### config.mk
export PLATFORM = sky130hd
export DESIGN_NAME = control_unit
export DESIGN_NICKNAME = d
export VERILOG_FILES = /design/src/rtl/control_unit_pkg.sv /design/src/rtl/control_unit_decode.sv /design/src/rtl/control_unit.sv
export SDC_FILE = /design/constraint.sdc
export NUM_CORES = 1
export LEC_CHECK = 0
export BUFFER_PORTS_ARGS = -buffer_cell sky130_fd_sc_hd__buf_2
export CORE_ASPECT_RATIO = 0.75
export CORE_MARGIN = 1.5
export CORE_UTILIZATION = 40
export DETAILED_ROUTE_END_ITERATION = 7
export PLACE_DENSITY = 0.73
export SLEW_MARGIN = 10
export SYNTH_ARGS = -nofsm -noshare
export SYNTH_HDL_FRONTEND = slang
export SYNTH_SLANG_ARGS = --single-unit
### constraint.sdc
create_clock -name clk -period 4 [get_ports clk]
set_input_delay 0.4 -clock clk [delete_from_list [all_inputs] [get_ports clk]]
set_output_delay 0.4 -clock clk [all_outputs]
set_load 0.05 [all_outputs]
### src/rtl/control_unit_pkg.sv
// control_unit_pkg
// Shared definitions for the 8-bit microcontroller datapath: sequencer
// state encoding, instruction opcodes, accumulator source selects and ALU
// operation codes. Imported by control_unit, the accumulator and the ALU.
package control_unit_pkg;

  // Sequencer states
  typedef enum logic [1:0] {
    ST_FETCH = 2'b00,
    ST_EXEC  = 2'b01,
    ST_HALT  = 2'b10
  } state_t;

  // Opcodes (ir[7:4]); operand is ir[3:0]
  localparam logic [3:0] OP_NOP  = 4'h0;
  localparam logic [3:0] OP_ADD  = 4'h1;
  localparam logic [3:0] OP_SUB  = 4'h2;
  localparam logic [3:0] OP_AND  = 4'h3;
  localparam logic [3:0] OP_OR   = 4'h4;
  localparam logic [3:0] OP_XOR  = 4'h5;
  localparam logic [3:0] OP_NOT  = 4'h6;
  localparam logic [3:0] OP_MOVA = 4'h7;
  localparam logic [3:0] OP_MOVR = 4'h8;
  localparam logic [3:0] OP_JZ   = 4'h9;
  localparam logic [3:0] OP_JC   = 4'hA;
  localparam logic [3:0] OP_JMP  = 4'hB;
  localparam logic [3:0] OP_MOVI = 4'hC;
  localparam logic [3:0] OP_RSV0 = 4'hD;
  localparam logic [3:0] OP_RSV1 = 4'hE;
  localparam logic [3:0] OP_HALT = 4'hF;

  // Accumulator source selects
  localparam logic [1:0] ACC_ALU = 2'b00;
  localparam logic [1:0] ACC_REG = 2'b10;
  localparam logic [1:0] ACC_IMM = 2'b11;

  // ALU operation codes
  localparam logic [2:0] ALU_ADD = 3'b000;
  localparam logic [2:0] ALU_SUB = 3'b001;
  localparam logic [2:0] ALU_AND = 3'b010;
  localparam logic [2:0] ALU_OR  = 3'b011;
  localparam logic [2:0] ALU_XOR = 3'b100;
  localparam logic [2:0] ALU_NOT = 3'b101;

endpackage

### src/rtl/control_unit_decode.sv
// control_decode
// Purely combinational instruction decoder. Turns the registered opcode
// plus the ALU flags into the one-cycle EXEC strobe set, a jump-taken flag
// and a halt request. All outputs are forced inactive unless exec is high,
// so the strobes only ever depend on sequencer state and ir registers.
// Ports:
//   exec       - sequencer is in EXEC
//   opcode     - ir[7:4]
//   zflag      - ALU zero flag
//   cflag      - ALU carry flag
//   selacc     - accumulator source select
//   loadacc    - accumulator load strobe
//   aluop      - ALU operation code
//   loadflags  - flag register update strobe
//   loadreg    - register-file write strobe
//   jump_taken - pc must load the in-page jump target
//   halt_req   - sequencer must enter HALT
module control_decode
  import control_unit_pkg::*;
(
  input  logic       exec,
  input  logic [3:0] opcode,
  input  logic       zflag,
  input  logic       cflag,
  output logic [1:0] selacc,
  output logic       loadacc,
  output logic [2:0] aluop,
  output logic       loadflags,
  output logic       loadreg,
  output logic       jump_taken,
  output logic       halt_req
);

  // Opcode decode; everything defaults to the idle value
  always_comb begin
    selacc     = ACC_ALU;
    loadacc    = 1'b0;
    aluop      = ALU_ADD;
    loadflags  = 1'b0;
    loadreg    = 1'b0;
    jump_taken = 1'b0;
    halt_req   = 1'b0;
    if (exec) begin
      case (opcode)
        OP_ADD:  begin aluop = ALU_ADD; loadacc = 1'b1; loadflags = 1'b1; end
        OP_SUB:  begin aluop = ALU_SUB; loadacc = 1'b1; loadflags = 1'b1; end
        OP_AND:  begin aluop = ALU_AND; loadacc = 1'b1; loadflags = 1'b1; end
        OP_OR:   begin aluop = ALU_OR;  loadacc = 1'b1; loadflags = 1'b1; end
        OP_XOR:  begin aluop = ALU_XOR; loadacc = 1'b1; loadflags = 1'b1; end
        OP_NOT:  begin aluop = ALU_NOT; loadacc = 1'b1; loadflags = 1'b1; end
        OP_MOVA: begin selacc = ACC_REG; loadacc = 1'b1; end
        OP_MOVR: loadreg = 1'b1;
        OP_JZ:   jump_taken = zflag;
        OP_JC:   jump_taken = cflag;
        OP_JMP:  jump_taken = 1'b1;
        OP_MOVI: begin selacc = ACC_IMM; loadacc = 1'b1; end
        OP_HALT: halt_req = 1'b1;
        // NOP and the two reserved opcodes issue nothing
        default: halt_req = 1'b0;
      endcase
    end else begin
      loadacc = 1'b0;
    end
  end

endmodule

### src/rtl/control_unit.sv
// control_unit
// Instruction sequencer for the 8-bit microcontroller. Fetches one
// instruction per step into ir, spends exactly one EXEC cycle issuing the
// decoded strobes, then advances or jumps the program counter.
// Ports:
//   clk       - system clock, rising edge
//   clr       - asynchronous active-high reset
//   run       - step enable, sampled in FETCH only
//   instr     - program memory data at address pc
//   zflag     - ALU zero flag, used by JZ during EXEC
//   cflag     - ALU carry flag, used by JC during EXEC
//   pc        - current instruction address
//   selacc    - accumulator source (00 ALU, 10 reg, 11 imm)
//   loadacc   - accumulator load strobe
//   imm       - immediate operand, ir[3:0]
//   aluop     - ALU operation code
//   loadflags - flag register update strobe
//   regaddr   - register-file address, ir[3:0]
//   loadreg   - register-file write strobe
//   halted    - high while in HALT
module control_unit
  import control_unit_pkg::*;
#(
  parameter int unsigned           PC_WIDTH = 8,
  parameter logic [PC_WIDTH-1:0]   RESET_PC = '0
) (
  input  logic                clk,
  input  logic                clr,
  input  logic                run,
  input  logic [7:0]          instr,
  input  logic                zflag,
  input  logic                cflag,
  output logic [PC_WIDTH-1:0] pc,
  output logic [1:0]          selacc,
  output logic                loadacc,
  output logic [3:0]          imm,
  output logic [2:0]          aluop,
  output logic                loadflags,
  output logic [3:0]          regaddr,
  output logic                loadreg,
  output logic                halted
);

  state_t              state_r;
  logic [7:0]          ir_r;
  logic [PC_WIDTH-1:0] pc_r;
  logic                halted_r;

  logic                exec_s;
  logic                jump_taken_s;
  logic                halt_req_s;
  logic [PC_WIDTH-1:0] jump_pc_s;
  logic [PC_WIDTH-1:0] inc_pc_s;

  assign exec_s = (state_r == ST_EXEC);

  // Jumps stay inside the current 16-instruction page; masking instead of
  // slicing keeps this legal for PC_WIDTH == 4.
  assign jump_pc_s = (pc_r & ~PC_WIDTH'(4'hF)) | PC_WIDTH'(ir_r[3:0]);
  assign inc_pc_s  = pc_r + PC_WIDTH'(1'b1);

  control_decode u_decode (
    .exec       (exec_s),
    .opcode     (ir_r[7:4]),
    .zflag      (zflag),
    .cflag      (cflag),
    .selacc     (selacc),
    .loadacc    (loadacc),
    .aluop      (aluop),
    .loadflags  (loadflags),
    .loadreg    (loadreg),
    .jump_taken (jump_taken_s),
    .halt_req   (halt_req_s)
  );

  // Sequencer FSM with instruction register and program counter
  always_ff @(posedge clk or posedge clr) begin
    if (clr) begin
      state_r  <= ST_FETCH;
      ir_r     <= 8'h00;
      pc_r     <= RESET_PC;
      halted_r <= 1'b0;
    end else begin
      case (state_r)
        ST_FETCH: begin
          if (run) begin
            ir_r    <= instr;
            state_r <= ST_EXEC;
          end else begin
            state_r <= ST_FETCH;
          end
        end
        ST_EXEC: begin
          if (halt_req_s) begin
            state_r  <= ST_HALT;
            halted_r <= 1'b1;
          end else if (jump_taken_s) begin
            pc_r    <= jump_pc_s;
            state_r <= ST_FETCH;
          end else begin
            pc_r    <= inc_pc_s;
            state_r <= ST_FETCH;
          end
        end
        // Only clr leaves HALT
        ST_HALT: begin
          state_r  <= ST_HALT;
          halted_r <= 1'b1;
        end
        default: begin
          state_r  <= ST_FETCH;
          halted_r <= 1'b0;
        end
      endcase
    end
  end

  assign pc      = pc_r;
  assign imm     = ir_r[3:0];
  assign regaddr = ir_r[3:0];
  assign halted  = halted_r;

endmodule

* Yosys cells after proc, flatten, opt, wreduce, memory -nomap -nowiden
Cells that the tools add are included.
** Storage, ports and cells
- Bits in registers :: 19
- Input bits :: 13
- Output and inout bits :: 25
** Operators by class
- Add/subtract/negate cells :: 1
- Equal/unequal tests :: 16
- Mux-type cells :: 20
- Bitwise gates (word level) :: 3
- Reduce and logical (&&, ||, !) cells :: 6
** Operators by type and width (number)
- == test 4 bit (second input constant) :: 6
- == test 4 x 3 -> 1 bit (second input constant) :: 4
- one-hot mux 3 bit (5 select lines) :: 1
- 2-to-1 mux 1 bit :: 11
- adder 8 x 1 -> 8 bit (second input constant) :: 1
- == test 4 x 2 -> 1 bit (second input constant) :: 2
- 2-to-1 mux 8 bit :: 1
- OR 8 x 4 -> 8 bit :: 1
- OR reduction 8 bit :: 1
- one-hot mux 1 bit (3 select lines) :: 2
- one-hot mux 2 bit (3 select lines) :: 1
- AND reduction 2 bit :: 3
- OR reduction 6 bit :: 1
- == test 4 x 1 -> 1 bit (second input constant) :: 1
- 2-to-1 mux 2 bit :: 2
- one-hot mux 2 bit (2 select lines) :: 1
- 2-to-1 mux 3 bit :: 1
- == test 2 x 1 -> 1 bit (second input constant) :: 1
- == test 2 bit (second input constant) :: 1
- logical NOT 2 bit :: 1
- inequality test 2 x 1 -> 1 bit (second input constant) :: 1
- NOT 1 bit :: 2

* Logic depth before layout (Yosys ltp)
- Depth after elaboration :: 5
- Mapped depth :: 7
- Gate-level depth less buffers :: 6

* By module
Synthesis repeated with hierarchy kept, for this count alone.
** Unflattened totals
- Cells, all modules :: 111
- Area total of the unflattened synthesis :: 1138.6 sq um
** Modules (own cells, without submodules)
- control_unit :: times used 1, cells each 83, area an instance 959.7 sq um, sequential area each 475.5 sq um
- control_decode :: times used 1, cells each 28, area an instance 178.9 sq um, sequential area each 0.0 sq um

* Worst setup path before layout
No wires, ideal clock.
- Path type :: reg2out
- Start point :: register state_r[1]
- End point :: output aluop[2]
- Data arrival time :: 2031 ps
- Data required time :: 3600 ps
- Setup slack :: 1569 ps
- Cell stages (with the launch flop) :: 5
- Cells stage by stage :: dfrtp_1 inv_1 ha_1 nand2b_1 nor3b_1
** Between the ends
- Longest elaborated chain between the ends :: 2
** Ends and longest elaborated chain
- start: declaration :: line control_unit.sv:44 : state_t state_r;
- start signal: assignment :: line control_unit.sv:79 : state_r <= ST_FETCH;
- start signal: assignment :: line control_unit.sv:88 : state_r <= ST_EXEC;
- start signal: assignment :: line control_unit.sv:90 : state_r <= ST_FETCH;
- == test 2 x 1 -> 1 bit :: line control_unit.sv:55 : assign exec_s = (state_r == ST_EXEC);
- 2-to-1 mux 3 bit :: line control_unit_decode.sv:43 : if (exec) begin
- end: declaration :: line control_unit.sv:37 : output logic [2:0] aluop,
Every way passes these cells.

* Final worst setup path
- Start point :: register state_r[1]
- End point :: output aluop[0]
Same word-level chain as after synthesis.

==> qor.yml <==
global_routing:
  antenna_found_initial: 0
  first_pass_grt_wire_length_um: 3550
  globalRouteOverflowTotal: 0
  global_route.usage.total: 0.149
  number_of_global_route_vias_before_repair: 789
  grt_start_max_net_pins: 20
sta:
  final_max_slew_viol_count: 0
  setup_viol: 0
  fin_tns_setup_ps: 0
  max-slew-margin-rel: 0.544
  layout_worst_path_cycle_share: 0.545
  fmaxAchievable_mhz: 459
  timing.final.crit_period_ps: 2180
  final_hold_viol_count: 0
  fin_worst_skew_ps: 2.13
  worst_tran_pin_value_ps: 683
  grt_setup_unrepaired: "false"
yosys:
  synth_async_sr_flop_share: 1.00
  synth_simple_gate_area_frac: 0.216
  number_of_distinct_library_cells_after_synthesis: 31
  yosys.cell_count.top_type: "sky130_fd_sc_hd__dfrtp_1"
  netlist_instances: 110
  synth_enable_flop_cells: 0
  ys_dominant_reg_cell: "sky130_fd_sc_hd__dfrtp_1"
  share_of_the_synthesized_netlist_area_taken_by_xor_and_xnor_gates: 0.0398
  post_synth.cell_area_avg_um2: 10.0
  ys_ff_latch: 19
  synth-adder-area-share: 0.0341
  synth_nets: 126
  yosysWarningCount: 0
  synth-seq-area-share: 0.432
  synth.mux.area_fraction: 0.0819
  complex_gate_fraction_of_the_synthesized_area: 0.0830
  synthDominantAreaCellType: "sky130_fd_sc_hd__dfrtp_1"
  synth.cell_area_mm2: 0.00110
  synth_top_family_by_area: "simple AND/OR/NAND/NOR gates"
  netlist_top_cells_count: "sky130_fd_sc_hd__dfrtp_1, sky130_fd_sc_hd__nand2_1, sky130_fd_sc_hd__buf_4, sky130_fd_sc_hd__nor2_1, sky130_fd_sc_hd__mux2_2"
  yosys-top-cells-area: "sky130_fd_sc_hd__dfrtp_1, sky130_fd_sc_hd__mux2_2, sky130_fd_sc_hd__buf_4"
  synth_top_cell_area_share: 0.432
worst_hold_path:
  holdCritPathClass: "input pin to async pin"
drt:
  postRouteAntennaNets: 0
  drcViolationCount: 0
  wire_per_inst_um: 11.8
  detailroute.via_count: 870
  detail_route.wirelength_um: 2070
  dr.first_iter.drc_count: 17
  routed_via_density: 4.97
  drtPass1Iterations: 4
cells_and_area:
  final_non_filler_cells: 175
  final_cell_area_mm2: 0.00126
  area.growth.synth_to_final_pct: 14.2
  antenna-diode-count: 0
  fin_nets: 156
  share_of_post_route_cells_with_drive_strength_above_1: 0.388
worst_setup_path:
  delay_of_the_slowest_cell_on_the_worst_path_ps: 390
  worst-path-buf-inv: 2
  timing.rr.start: "state_r[1]$_DFF_PP0_"
  worst-r2r-setup-slack_ps: 2170
  setup.worst_path.class: "flip-flop to output port"
  crit_path_end_kind: "output port"
  cp_data_arrival_time_ps: 1780
  worstPathRequired_ps: 3600
  crit_family: "simple AND/OR/NAND/NOR gates"
  cp-start-kind: "flip-flop"
  cp_slowest_cell: "sky130_fd_sc_hd__dfrtp_1"
  critical_path.max_fanout: 6
  crit_path_cell_trace: "inv_1, ha_1, nand2b_1, nor3_1, buf_2"
  cp-startpoint: "state_r[1]$_DFF_PP0_"
clock_network:
  post_cts_resize_count: 0
  cts_inserted_buffers: 3
  path_clk_slew_ps: 100
  hold_buffers_post_cts: 0
  worstSkewPairLatency_ps: 300
  tritoncts_clock_tree: "done"
  h-tree-depth: 1
  number_of_sinks_handled_by_clock_tree_synthesis: 19
  post_cts_buffers: 0
  cts-root-to-sink-buffers: 2
  clock_tree.root_cell: "sky130_fd_sc_hd__clkbuf_4"
placement:
  finalWeightedCongestion: 0.824
  dpl-instance-area_mm2: 0.00123
  number_of_port_buffers: 37
  dpl.hpwl_um: 1580
  dp_cells: 171
die:
  row_count: 16
  die-width_um: 63.5
  placeableCoreArea_mm2: 0.00260
  floorplan.initialDensity: 0.423
  die_area_mm2: 0.00308
  io_pins: 38
  fp.dieH_um: 48.4
power_and_ir_drop:
  leakagePower_nw: 0.603
  power.density_cell_area_mw_per_mm2: 884
  worst_ir_drop_vdd_mv: 0.466
run_status:
  outcome: "complete, no violations"
flow_run:
  maxCapViolations: 0
==> through the flow <==
| stage | worst slack [ps] | hold slack [ps] | util | total power (W) |
|---|---|---|---|---|
| after floorplan | 1570 | 351 | - | 0.000945 |
| after global placement | 2240 | 449 | 0.472 | 0.00100 |
| after detailed placement | 2170 | 463 | 0.472 | 0.00102 |
| after CTS | 1830 | 206 | 0.483 | 0.00112 |
| after global routing | 1670 | 222 | 0.483 | 0.00119 |
| final | 1820 | 187 | 0.483 | 0.00111 |
==> registers in the layout, indices dropped and copies added (netlist names) <==
signal / cells
ir_r: 8
state_r: 2
halted: 1
pc: 8
==> worst paths after layout <==
path                                       end  cells after the start
hold / removal             ir_r[5]$_DFFE_PP0P_                      2
setup / recovery                      aluop[0]                      5
hold reg to reg              pc[7]$_DFFE_PP0P_                      1
min in group clk           ir_r[2]$_DFFE_PP0P_                      3
setup reg to reg             pc[0]$_DFFE_PP0P_                      6
max in group asynchronous  ir_r[2]$_DFFE_PP0P_                      2
==> layout make-up <==
cell class | instances | area (µm²)
Clock inverter | 1 | 5.00
Multi-Input combinational cell | 73 | 500
Tap cell | 36 | 45.0
Fill cell | 263 | 1350
Inverter | 6 | 22.5
Timing Repair Buffer | 37 | 185
Sequential cell | 19 | 475
Clock buffer | 3 | 22.5
==> routing by layer <==
metal	GRT usage	vias up	routed length (µm)	share of wire
li1	-	436	-	-
met1	0.183	402	949	0.46
met2	0.244	28	994	0.48
met3	0.0465	4	90	0.043
met4	0.0652	0	37	0.018
met5	0	-	0	0
==> where the power goes <==
| part | switching (W) | leakage [nW] | internal [W] | total, W |
|---|---|---|---|---|
| logic | 0.000464 | 0.365 | 0.000179 | 0.000642 |
| registers | 0.000105 | 0.220 | 0.000268 | 0.000373 |
| clock network | 0.0000575 | 0.0177 | 0.0000373 | 0.0000948 |
| total | 0.000626 | 0.603 | 0.000484 | 0.00111 |
==> cell usage in the layout (no fill, tap or decap), drive strengths merged <==
cell,netlist,routed
nor2,10,10
nand3,4,4
xor2,4,4
o211ai,1,1
a211o,1,1
nor3,7,7
mux2,8,8
nand4,2,2
nand2b,1,1
o21ai,3,3
a221oi,1,1
buf,12,37
inv,6,6
o22ai,1,1
clkbuf,0,3
a21oi,4,4
a221o,1,1
nor3b,1,1
and2,1,1
nand2,12,12
dfrtp,19,19
o2bb2ai,1,1
xnor2,1,1
nand3b,1,1
clkinv,0,1
nor4,4,4
ha,3,3
or3,1,1
==> kinds of logic (layout without fill, tap and decap cells) <==
logic type               Yosys count  in the layout
multiplexers                       8              8
buffers and inverters             18             47
AO/OA/AOI/OAI                     13             13
XOR/XNOR                           5              5
AND/OR/NAND/NOR                   44             44
flip-flops                        19             19
adder cells (fa/ha/maj)            3              3
(Power assumes the default switching activity.)
